<file path="src/rtl/sync_fifo_v2_if.sv">
// Bundle of the FIFO's producer/consumer handshake, status and configuration
// signals. Keeping these together lets a stage hand one port to the buffer.
// The master side is the environment driving requests and thresholds.
// The slave side is the FIFO itself.
interface sync_fifo_v2_if #(
    parameter int WIDTH = 32,
    parameter int DEPTH = 16
);
    localparam int AW = $clog2(DEPTH);

    logic             wr_en;
    logic [WIDTH-1:0] data_in;
    logic             rd_en;
    logic [WIDTH-1:0] data_out;
    logic             data_valid;
    logic             empty;
    logic             full;
    logic             half_full;
    logic             almost_full;
    logic             almost_empty;
    logic [AW:0]      afull_thresh;
    logic [AW:0]      aempty_thresh;
    logic [AW:0]      count;
    logic             overflow;
    logic             underflow;
    logic             err_clr;

    modport master (
        output wr_en, data_in, rd_en, afull_thresh, aempty_thresh, err_clr,
        input  data_out, data_valid, empty, full, half_full, almost_full,
               almost_empty, count, overflow, underflow
    );

    modport slave (
        input  wr_en, data_in, rd_en, afull_thresh, aempty_thresh, err_clr,
        output data_out, data_valid, empty, full, half_full, almost_full,
               almost_empty, count, overflow, underflow
    );
endinterface

</file>
<file path="src/rtl/sync_fifo_v2.sv">
// Parametrised single-clock FIFO. All DEPTH entries are usable.
// Occupancy is kept in an explicit counter, so full and empty are never
// derived from the pointer difference.
// Every status output is decoded from registered state only.
// The output stage is either a registered read or first-word fall-through.
module sync_fifo_v2 #(
    parameter int WIDTH = 32,
    parameter int DEPTH = 16,
    parameter int AW    = $clog2(DEPTH),
    parameter int FWFT  = 0
) (
    input  logic         clk,
    input  logic         rst_n,
    sync_fifo_v2_if.slave bus
);
    localparam logic [AW:0] FULL_CNT = (AW+1)'(DEPTH);
    localparam logic [AW:0] HALF_CNT = (AW+1)'(DEPTH / 2);

    logic [WIDTH-1:0] mem [DEPTH];
    logic [AW-1:0]    wr_ptr;
    logic [AW-1:0]    rd_ptr;
    logic [AW:0]      count_q;
    logic             ovf_q;
    logic             udf_q;
    logic             empty_w;
    logic             full_w;
    logic             rd_acc;
    logic             wr_acc;

    assign empty_w = (count_q == '0);
    assign full_w  = (count_q == FULL_CNT);

    // A full FIFO still takes a write when a read frees a slot in the same cycle.
    assign rd_acc = bus.rd_en & ~empty_w;
    assign wr_acc = bus.wr_en & (~full_w | rd_acc);

    // Pointer and occupancy bookkeeping; pointers wrap naturally modulo DEPTH.
    always_ff @(posedge clk or negedge rst_n) begin
        if (!rst_n) begin
            wr_ptr  <= '0;
            rd_ptr  <= '0;
            count_q <= '0;
        end else begin
            if (wr_acc) begin
                wr_ptr <= wr_ptr + 1'b1;
            end
            if (rd_acc) begin
                rd_ptr <= rd_ptr + 1'b1;
            end
            if (wr_acc && !rd_acc) begin
                count_q <= count_q + 1'b1;
            end else if (rd_acc && !wr_acc) begin
                count_q <= count_q - 1'b1;
            end
        end
    end

    // Storage array; contents are deliberately left out of reset.
    always_ff @(posedge clk) begin
        if (wr_acc) begin
            mem[wr_ptr] <= bus.data_in;
        end
    end

    // Sticky error flags. A fresh error in the clear cycle keeps the flag set.
    always_ff @(posedge clk or negedge rst_n) begin
        if (!rst_n) begin
            ovf_q <= 1'b0;
            udf_q <= 1'b0;
        end else begin
            ovf_q <= (bus.wr_en & ~wr_acc) | (ovf_q & ~bus.err_clr);
            udf_q <= (bus.rd_en & ~rd_acc) | (udf_q & ~bus.err_clr);
        end
    end

    // A zero almost-full threshold or an almost-empty threshold at or above
    // DEPTH pins the corresponding flag high through the plain compares.
    assign bus.empty        = empty_w;
    assign bus.full         = full_w;
    assign bus.half_full    = (count_q >= HALF_CNT);
    assign bus.almost_full  = (count_q >= bus.afull_thresh);
    assign bus.almost_empty = (count_q <= bus.aempty_thresh);
    assign bus.count        = count_q;
    assign bus.overflow     = ovf_q;
    assign bus.underflow    = udf_q;

    if (FWFT != 0) begin : g_fwft
        // The head word is shown directly; it is forced to zero when empty so
        // stale memory never leaks onto the bus.
        assign bus.data_out   = empty_w ? '0 : mem[rd_ptr];
        assign bus.data_valid = ~empty_w;
    end else begin : g_std
        logic [WIDTH-1:0] dout_q;
        logic             dvalid_q;

        // Registered read: data_valid pulses for one cycle per accepted read.
        always_ff @(posedge clk or negedge rst_n) begin
            if (!rst_n) begin
                dout_q   <= '0;
                dvalid_q <= 1'b0;
            end else begin
                dvalid_q <= rd_acc;
                if (rd_acc) begin
                    dout_q <= mem[rd_ptr];
                end
            end
        end

        assign bus.data_out   = dout_q;
        assign bus.data_valid = dvalid_q;
    end
endmodule

</file>
<file path="src/flat_wrapper.sv">
// flat-port wrapper written by rule: the top's interface ports become plain ports
module sync_fifo_v2_flat 
#(
    parameter int WIDTH = 32,
    parameter int DEPTH = 16,
    parameter int AW    = $clog2(DEPTH),
    parameter int FWFT  = 0
)
  (clk, rst_n, bus_wr_en, bus_data_in, bus_rd_en, bus_afull_thresh, bus_aempty_thresh, bus_err_clr, bus_data_out, bus_data_valid, bus_empty, bus_full, bus_half_full, bus_almost_full, bus_almost_empty, bus_count, bus_overflow, bus_underflow);
  sync_fifo_v2_if #(.WIDTH(WIDTH), .DEPTH(DEPTH)) bus_i ();
  input  logic clk;
  input  logic rst_n;
  input wire logic [$bits(bus_i.wr_en)-1:0] bus_wr_en;
  input wire logic [$bits(bus_i.data_in)-1:0] bus_data_in;
  input wire logic [$bits(bus_i.rd_en)-1:0] bus_rd_en;
  input wire logic [$bits(bus_i.afull_thresh)-1:0] bus_afull_thresh;
  input wire logic [$bits(bus_i.aempty_thresh)-1:0] bus_aempty_thresh;
  input wire logic [$bits(bus_i.err_clr)-1:0] bus_err_clr;
  output wire logic [$bits(bus_i.data_out)-1:0] bus_data_out;
  output wire logic [$bits(bus_i.data_valid)-1:0] bus_data_valid;
  output wire logic [$bits(bus_i.empty)-1:0] bus_empty;
  output wire logic [$bits(bus_i.full)-1:0] bus_full;
  output wire logic [$bits(bus_i.half_full)-1:0] bus_half_full;
  output wire logic [$bits(bus_i.almost_full)-1:0] bus_almost_full;
  output wire logic [$bits(bus_i.almost_empty)-1:0] bus_almost_empty;
  output wire logic [$bits(bus_i.count)-1:0] bus_count;
  output wire logic [$bits(bus_i.overflow)-1:0] bus_overflow;
  output wire logic [$bits(bus_i.underflow)-1:0] bus_underflow;
  assign bus_i.wr_en = bus_wr_en;
  assign bus_i.data_in = bus_data_in;
  assign bus_i.rd_en = bus_rd_en;
  assign bus_i.afull_thresh = bus_afull_thresh;
  assign bus_i.aempty_thresh = bus_aempty_thresh;
  assign bus_i.err_clr = bus_err_clr;
  assign bus_data_out = bus_i.data_out;
  assign bus_data_valid = bus_i.data_valid;
  assign bus_empty = bus_i.empty;
  assign bus_full = bus_i.full;
  assign bus_half_full = bus_i.half_full;
  assign bus_almost_full = bus_i.almost_full;
  assign bus_almost_empty = bus_i.almost_empty;
  assign bus_count = bus_i.count;
  assign bus_overflow = bus_i.overflow;
  assign bus_underflow = bus_i.underflow;
  sync_fifo_v2 #(.WIDTH(WIDTH), .DEPTH(DEPTH), .AW(AW), .FWFT(FWFT)) u_core (.clk(clk), .rst_n(rst_n), .bus(bus_i));
endmodule
</file>
<file path="config.mk">
export PLATFORM = sky130hd
export DESIGN_NAME = sync_fifo_v2_flat
export DESIGN_NICKNAME = d
export VERILOG_FILES = /design/src/rtl/sync_fifo_v2_if.sv /design/src/rtl/sync_fifo_v2.sv /design/src/flat_wrapper.sv
export SDC_FILE = /design/constraint.sdc
export NUM_CORES = 1
export LEC_CHECK = 0
export ABC_AREA = 0
export ABC_CLOCK_PERIOD_IN_PS = 6910
export BUFFER_PORTS_ARGS = -buffer_cell sky130_fd_sc_hd__buf_2
export CORE_MARGIN = 3
export CORE_UTILIZATION = 51
export CTS_BUF_LIST = sky130_fd_sc_hd__clkbuf_16
export DETAILED_ROUTE_END_ITERATION = 12
export PLACE_DENSITY_LB_ADDON = 0.15
export SKIP_LAST_GASP = 1
export SLEW_MARGIN = 40
export SYNTH_ARGS = -nofsm -noshare
export SYNTH_HDL_FRONTEND = slang
export SYNTH_SLANG_ARGS = --single-unit
</file>
<file path="constraint.sdc">
create_clock -name clk -period 6.91 [get_ports clk]
set_input_delay 1.0365 -clock clk [delete_from_list [all_inputs] [get_ports clk]]
set_output_delay 1.0365 -clock clk [all_outputs]
set_load 0.05 [all_outputs]
</file>
==> results.tsv, run 1 <==
stage	metric	value	unit
status	status	complete, no violations	
synth	synth_fa_ha_area_share	1.19	%
synth	synthXorXnorAreaFrac	0.445	%
routing	m1WireLength	19.6	mm
synth	yosys.area.top_type_share	71.0	%
setup_path	worstSetupEndpointType	output port	
timing	min_period_over_period	50.7	%
synth	synth_area_per_cell	22.1	um^2
clock_network	postCtsResizedCells	0	
synth	yosys-top-cells-area	edfxtp_1 (71%), mux4_2 (13%), dfrtp_1 (5.5%)	
clock_network	clockRootBuffer	clkbuf_16	
clock_network	clkTransAtPathRegs	60	ps
timing	fmax	286	MHz
synth	synth-seq-area-share	76.6	%
place	dpl.hpwl	22.8	mm
synth	ys.flop_type	edfxtp_1	
run	cap_viol_max_count	0	
clock_network	post-cts-setup-buffers	0	
layout	fill_cells	2982	
global_routing	grt.overflow.total	0	
timing	grt_setup_unrepaired	no	
timing	fin_crit	3500	ps
place	gp_congestion	0.716	
synth	async_flop_share	8.57	%
synth	synth-edff-count	512	
layout	area_growth	13.0	%
setup_path	worstPathMaxFanout	2	
timing	finalSetupViolations	0	
floorplanning	pin_count	92	
global_routing	grt_max_degree	70	
power	p_per_area	425	nW/um^2
floorplanning	core_area	41400	um^2
timing	tns	0	ps
clock_network	cts_inserted_buffers	56	
setup_path	cp-start-kind	primary input	
timing	slew_viol_final	0	
synth	netlist_area	21600	um^2
timing	hold_violations	0	
timing	worstMarginPinSlew	787	ps
routing	dr_wl_met3	2.28	mm
setup_path	crit_type	primary input to output port	
routing	met2_length	22.4	mm
clock_network	clock-sinks	560	
floorplanning	die_area	44900	um^2
layout	fin_util	59.1	%
routing	viasPerCell	5.98	
routing	wl_per_cell	27.0	um
floorplanning	die_w	212	um
setup_path	arrival	2460	ps
floorplanning	initial_core_util	52.3	%
place	portBuffers	91	
synth	syn_nets	1045	
routing	drt_iter0_markers	773	
setup_path	required	5870	ps
routing	top_layer	met5	
routing	ant_nets	0	
synth	ys_ff_latch	560	
synth	synth_cell_types	38	
routing	num_vias	9984	
layout	multi_input_area	4770	um^2
clock_network	clockBufferDepth	3	
hold_path	min_path_type	register to register	
clock_network	cts_tree	done	
power	ir_worst_vdd	235	uV
power	total_power	10.4	mW
floorplanning	die_h	212	um
clock_network	hold_buffers	0	
synth	yosysWarningCount	0	
synth	synthSimpleGateAreaFrac	1.12	%
synth	synthCells	978	
layout	register_area	16600	um^2
floorplanning	rows	74	
layout	nets	1159	
timing	maxSlewHeadroom	47.5	%
routing	drc	0	
routing	dr.pass1.iters	5	
global_routing	antenna_found_initial	3	
power	leakage	8.08	nW
synth	synth.largest_area_cell	edfxtp_1	
clock_network	insertion_delay	590	ps
synth	synth_compound_area_share	3.98	%
global_routing	grt_pass1_vias	10600	
clock_network	h-tree-depth	2	
timing	fin_skew	14.2	ps
synth	muxShareOfSynthArea	15.1	%
synth	synth_top_family_by_area	multiplexers	
layout	drive_gt1_share	35.3	%
global_routing	grt_pass1_wl	68.0	mm
global_routing	grt_use_total	20.8	%
routing	drt_wl_total	45.1	mm
[registers in the layout, summed over array words and instances, names as in the netlist]
name                   cells
u_core.wr_ptr              4
u_core.bus.data_valid      1
u_core.bus.data_out       32
u_core.bus.underflow       1
u_core.bus.overflow        1
u_core.rd_ptr              4
u_core.mem               512
u_core.bus.count           5
[power by group]
part           switching (mW)  internal [mW]
clock                    1.23           1.67
sequential              0.318           4.15
combinational            1.72           1.32
[per-layer routing]
layer,up-vias,track usage (%)
li1,4330,-
met1,5354,30.0
met2,232,33.9
met3,64,3.19
met4,4,5.61
met5,-,0
[worst max-delay path: stages]
cell     delay, ps
buf_2           70
inv_1           30
ha_1           270
nor2b_1        140
o21a_1         170
o21a_1         160
o21a_1         160
o22ai_1        130
buf_2          290
[kinds of logic (layout without fill, tap and decap cells)]
family / count (synthesis) / in the layout
AOI/OAI and AO/OA: 114 / 114
xor gates and xnor gates: 11 / 11
adders and majority gates: 20 / 20
buffers and inverters: 69 / 228
DFF: 560 / 560
muxes: 162 / 162
other: 0 / 1
and+or+nand+nor: 42 / 42
[cell usage after synthesis, types with 2 or more instances]
| cell | number |
|---|---|
| dfrtp_1 | 48 |
| a21o_1 | 2 |
| ha_1 | 19 |
| mux4_2 | 128 |
| clkbuf_1 | 21 |
| o22ai_1 | 36 |
| nor2_1 | 3 |
| o21ai_0 | 4 |
| nand2b_1 | 2 |
| xor2_1 | 2 |
| mux2_2 | 34 |
| or2_2 | 2 |
| edfxtp_1 | 512 |
| nor2b_1 | 2 |
| buf_1 | 4 |
| buf_2 | 17 |
| o22ai_2 | 29 |
| o21a_1 | 3 |
| and2_1 | 17 |
| xnor2_1 | 9 |
| nor3b_1 | 2 |
| a21oi_1 | 36 |
| buf_6 | 7 |
| nand4_1 | 2 |
| inv_1 | 17 |
| nand2_1 | 8 |
[stage by stage]
stage	cells	hold slack, ps	worst slack (ps)	area (um^2)
final	1670	494	3410	24500
after global routing	1670	525	3290	24500
after CTS	1669	494	3370	24500
after detailed placement	1566	481	3420	22700
after global placement	1565	477	3440	22700
after floorplan	978	493	3180	21600
[worst paths after layout]
check,from,to,slack [ps],cells past startpoint
hold / removal,u_core.bus.overflow,u_core.bus.overflow,490,1
max in group asynchronous,rst_n,u_core.rd_ptr[1],5860,2
min in group asynchronous,rst_n,u_core.bus.data_out[21],540,2
hold reg to reg,u_core.bus.overflow,u_core.bus.overflow,490,1
setup / recovery,bus_aempty_thresh[1],bus_almost_empty,3410,9
setup reg to reg,u_core.bus.count[0],u_core.bus.count[4],3980,12
[cells in the final DEF, fill, tap and decap left out, drive strengths merged, types with 2 or more instances in the layout]
cell    instances
a21o            2
a21oi          37
and2           17
buf           107
bufinv          5
clkbuf         57
clkinv         30
dfrtp          48
edfxtp        512
ha             19
inv            28
mux2           34
mux4          128
nand2           8
nand2b          2
nand4           2
nor2            3
nor2b           2
nor3b           2
o21a            3
o21ai           5
o22ai          65
or2             2
xnor2           9
xor2            2
[area by class of cell]
| class | instances | share of cell area (%) |
|---|---|---|
| flip-flops and latches | 560 | 67.8 |
| multi-input cells | 349 | 19.5 |
| clock buffers | 57 | 5.83 |
| well taps | 532 | 2.72 |
| repair buffers | 107 | 2.52 |
| clock inverters | 46 | 1.36 |
| inverters | 18 | 0.276 |
| diodes | 1 | 0.0102 |
(Power assumes the default switching activity.)
==> inputs of run 2 (changes only) <==
- ABC_AREA: 0 -> 1
- ABC_CLOCK_PERIOD_IN_PS: 6910 -> 3400
- clock period: 6.91 -> 3.4 ns (I/O delays scaled with it)
==> results.tsv, run 2 <==
stage	metric	value	unit
synth	synth.largest_area_cell	edfxtp_1	
clock_network	clkTransAtPathRegs	60	ps
place	portBuffers	91	
setup_path	worstPathMaxFanout	5	
place	place_ws	863	ps
routing	viasPerCell	5.47	
global_routing	grt_max_degree	121	
layout	multi_input_area	5630	um^2
timing	slew_viol_final	0	
synth	synth_cell_types	32	
routing	drt_iter0_markers	1424	
floorplanning	rows	77	
floorplanning	pin_count	92	
clock_network	post-cts-setup-buffers	0	
global_routing	grt_pass1_vias	14500	
clock_network	cts_tree	done	
synth	yosysMostFrequentCell	nand2_1	
synth	synth_area_per_cell	11.7	um^2
synth	netlist_area	22900	um^2
routing	drt_wl_total	55.1	mm
layout	layout_commonest_cell	nand2_1	
synth	async_flop_share	8.57	%
place	dpl.hpwl	30.3	mm
layout	postLayoutCellArea	25800	um^2
timing	grt_setup_unrepaired	no	
setup_path	r2r-start	u_core.bus.count[0]	
layout	largest_reg_flops	512	
routing	ant_nets	0	
layout	drive_gt1_share	11.3	%
power	ir_worst_vdd	506	uV
timing	tns	0	ps
layout	antennaDiodeCount	0	
routing	dr.pass1.iters	5	
floorplanning	core_area	44300	um^2
routing	wl_per_cell	20.6	um
synth	yosys.area.top_type_share	67.1	%
synth	yosysWarningCount	0	
synth	ys.flop_type	edfxtp_1	
hold_path	min_from	bus_err_clr	
place	postPlaceCellArea	24000	um^2
setup_path	worstSetupEndpointType	output port	
timing	fmax	385	MHz
clock_network	insertion_delay	620	ps
setup_path	required	2890	ps
synth	synthCells	1966	
setup_path	cp-start-kind	register	
timing	worstMarginPinSlew	819	ps
synth	ys_ff_latch	560	
place	gp_congestion	0.810	
layout	largest_register	u_core.mem	
hold_path	min_path_type	primary input to register	
routing	num_vias	14700	
global_routing	antenna_found_initial	2	
power	p_per_area	885	nW/um^2
layout	register_area	16600	um^2
floorplanning	die_w	218	um
floorplanning	die_area	47500	um^2
global_routing	grt_pass1_wl	85.3	mm
clock_network	postCtsResizedCells	0	
timing	min_period_over_period	76.4	%
layout	area_growth	12.7	%
timing	hold_violations	0	
floorplanning	initial_core_util	51.7	%
synth	synth-seq-area-share	72.3	%
timing	fin_crit	2600	ps
clock_network	cts_inserted_buffers	56	
power	leakage	10.0	nW
setup_path	arrival	2090	ps
timing	maxSlewHeadroom	45.4	%
synth	syn_nets	2033	
layout	final_cell_mix	nand2_1 (798), edfxtp_1 (512), nand3_1 (389)	
clock_network	clock-sinks	560	
global_routing	grt.overflow.total	0	
timing	finalSetupViolations	0	
synth	yosys-top-cells-area	edfxtp_1 (67%), nand2_1 (13%), nand3_1 (8.5%)	
timing	setup_ws	801	ps
clock_network	clockBufferDepth	3	
setup_path	cp-startpoint	u_core.bus.count[4]	
clock_network	clockRootBuffer	clkbuf_16	
routing	drc	0	
run	cap_viol_max_count	0	
synth	synth-edff-count	512	
layout	fill_cells	3607	
layout	nets	2110	
setup_path	crit_type	register to output port	
clock_network	h-tree-depth	2	
floorplanning	die_h	218	um
status	status	complete, no violations	
timing	fin_skew	35.0	ps
global_routing	grt_use_total	23.5	%
synth	synthTopCellsByCount	nand2_1 (798), edfxtp_1 (512), nand3_1 (389)	
==> run 2: cell types whose count changed after synthesis, moves of 28 or more <==
cell and delta:
a21oi_1 -31, buf_2 +30, buf_4 +28, mux2_2 -34
mux4_2 -128, nand2_1 +790, nand3_1 +388, o22ai_1 -34
o22ai_2 -29
==> run 2: repair_timing <==
action,CTS,global route
hold buffers,0,1
endpoints found under the hold margin,0,19
endpoints found under the setup margin,0,0
==> run 2: area by class of cell <==
type	instances	share of cell area (%)
Inverter	32	0.504
Timing Repair Buffer	132	3.71
Multi-Input combinational cell	1261	21.8
Sequential cell	560	64.2
Clock buffer	57	5.52
Clock inverter	48	1.43
Tap cell	592	2.87
==> run 2: cell families after synthesis <==
kind of cell	synth area share, %
AO/OA/AOI/OAI	0.518
XOR/XNOR	0.306
adder cells (fa/ha/maj)	1.12
buffers and inverters	3.68
flip-flops	72.3
AND/OR/NAND/NOR	22.1
==> run 2: routing by layer <==
metal | vias to the layer above | global-route usage [%] | share of wire, %
met2 | 490 | 37.6 | 47
li1 | 6933 | - | -
met3 | 89 | 3.72 | 6.4
met5 | - | 0 | 0.025
met4 | 2 | 6.83 | 2.3
met1 | 7167 | 33.7 | 44
==> run 2: worst paths after layout <==
path	depth (start not counted)	slack, ps	endpoint
max	4	800	bus_almost_full
min	2	110	u_core.bus.overflow
max reg2reg	7	830	u_core.rd_ptr[2]
min reg2reg	2	470	u_core.bus.data_out[19]
max in group asynchronous	3	2360	u_core.bus.underflow
min in group asynchronous	2	410	u_core.bus.count[1]
==> run 2: metrics by stage <==
stage | hold WS [ps] | power, mW | util [%] | std cells
after floorplan | 214 | 14.8 | - | 1966
after global placement | 458 | 17.0 | 54.2 | 2576
after detailed placement | 460 | 17.1 | 54.2 | 2576
after CTS | 10.9 | 23.0 | 58.3 | 2681
after global routing | 93.4 | 24.2 | 58.3 | 2682
final | 111 | 22.9 | 58.3 | 2682
==> run 2: power by group <==
part	switching, mW	internal, mW	leakage [nW]	total (mW)
clock network	2.57	3.41	0.961	5.98
registers	0.361	8.38	5.22	8.74
logic	5.96	2.19	3.86	8.16
total	8.89	14.0	10.0	22.9
==> run 2: critical path, stage by stage (launching register included) <==
cell      delay, ps
dfrtp_1         450
ha_1            360
nand2_1          80
o311ai_1        280
buf_2           320
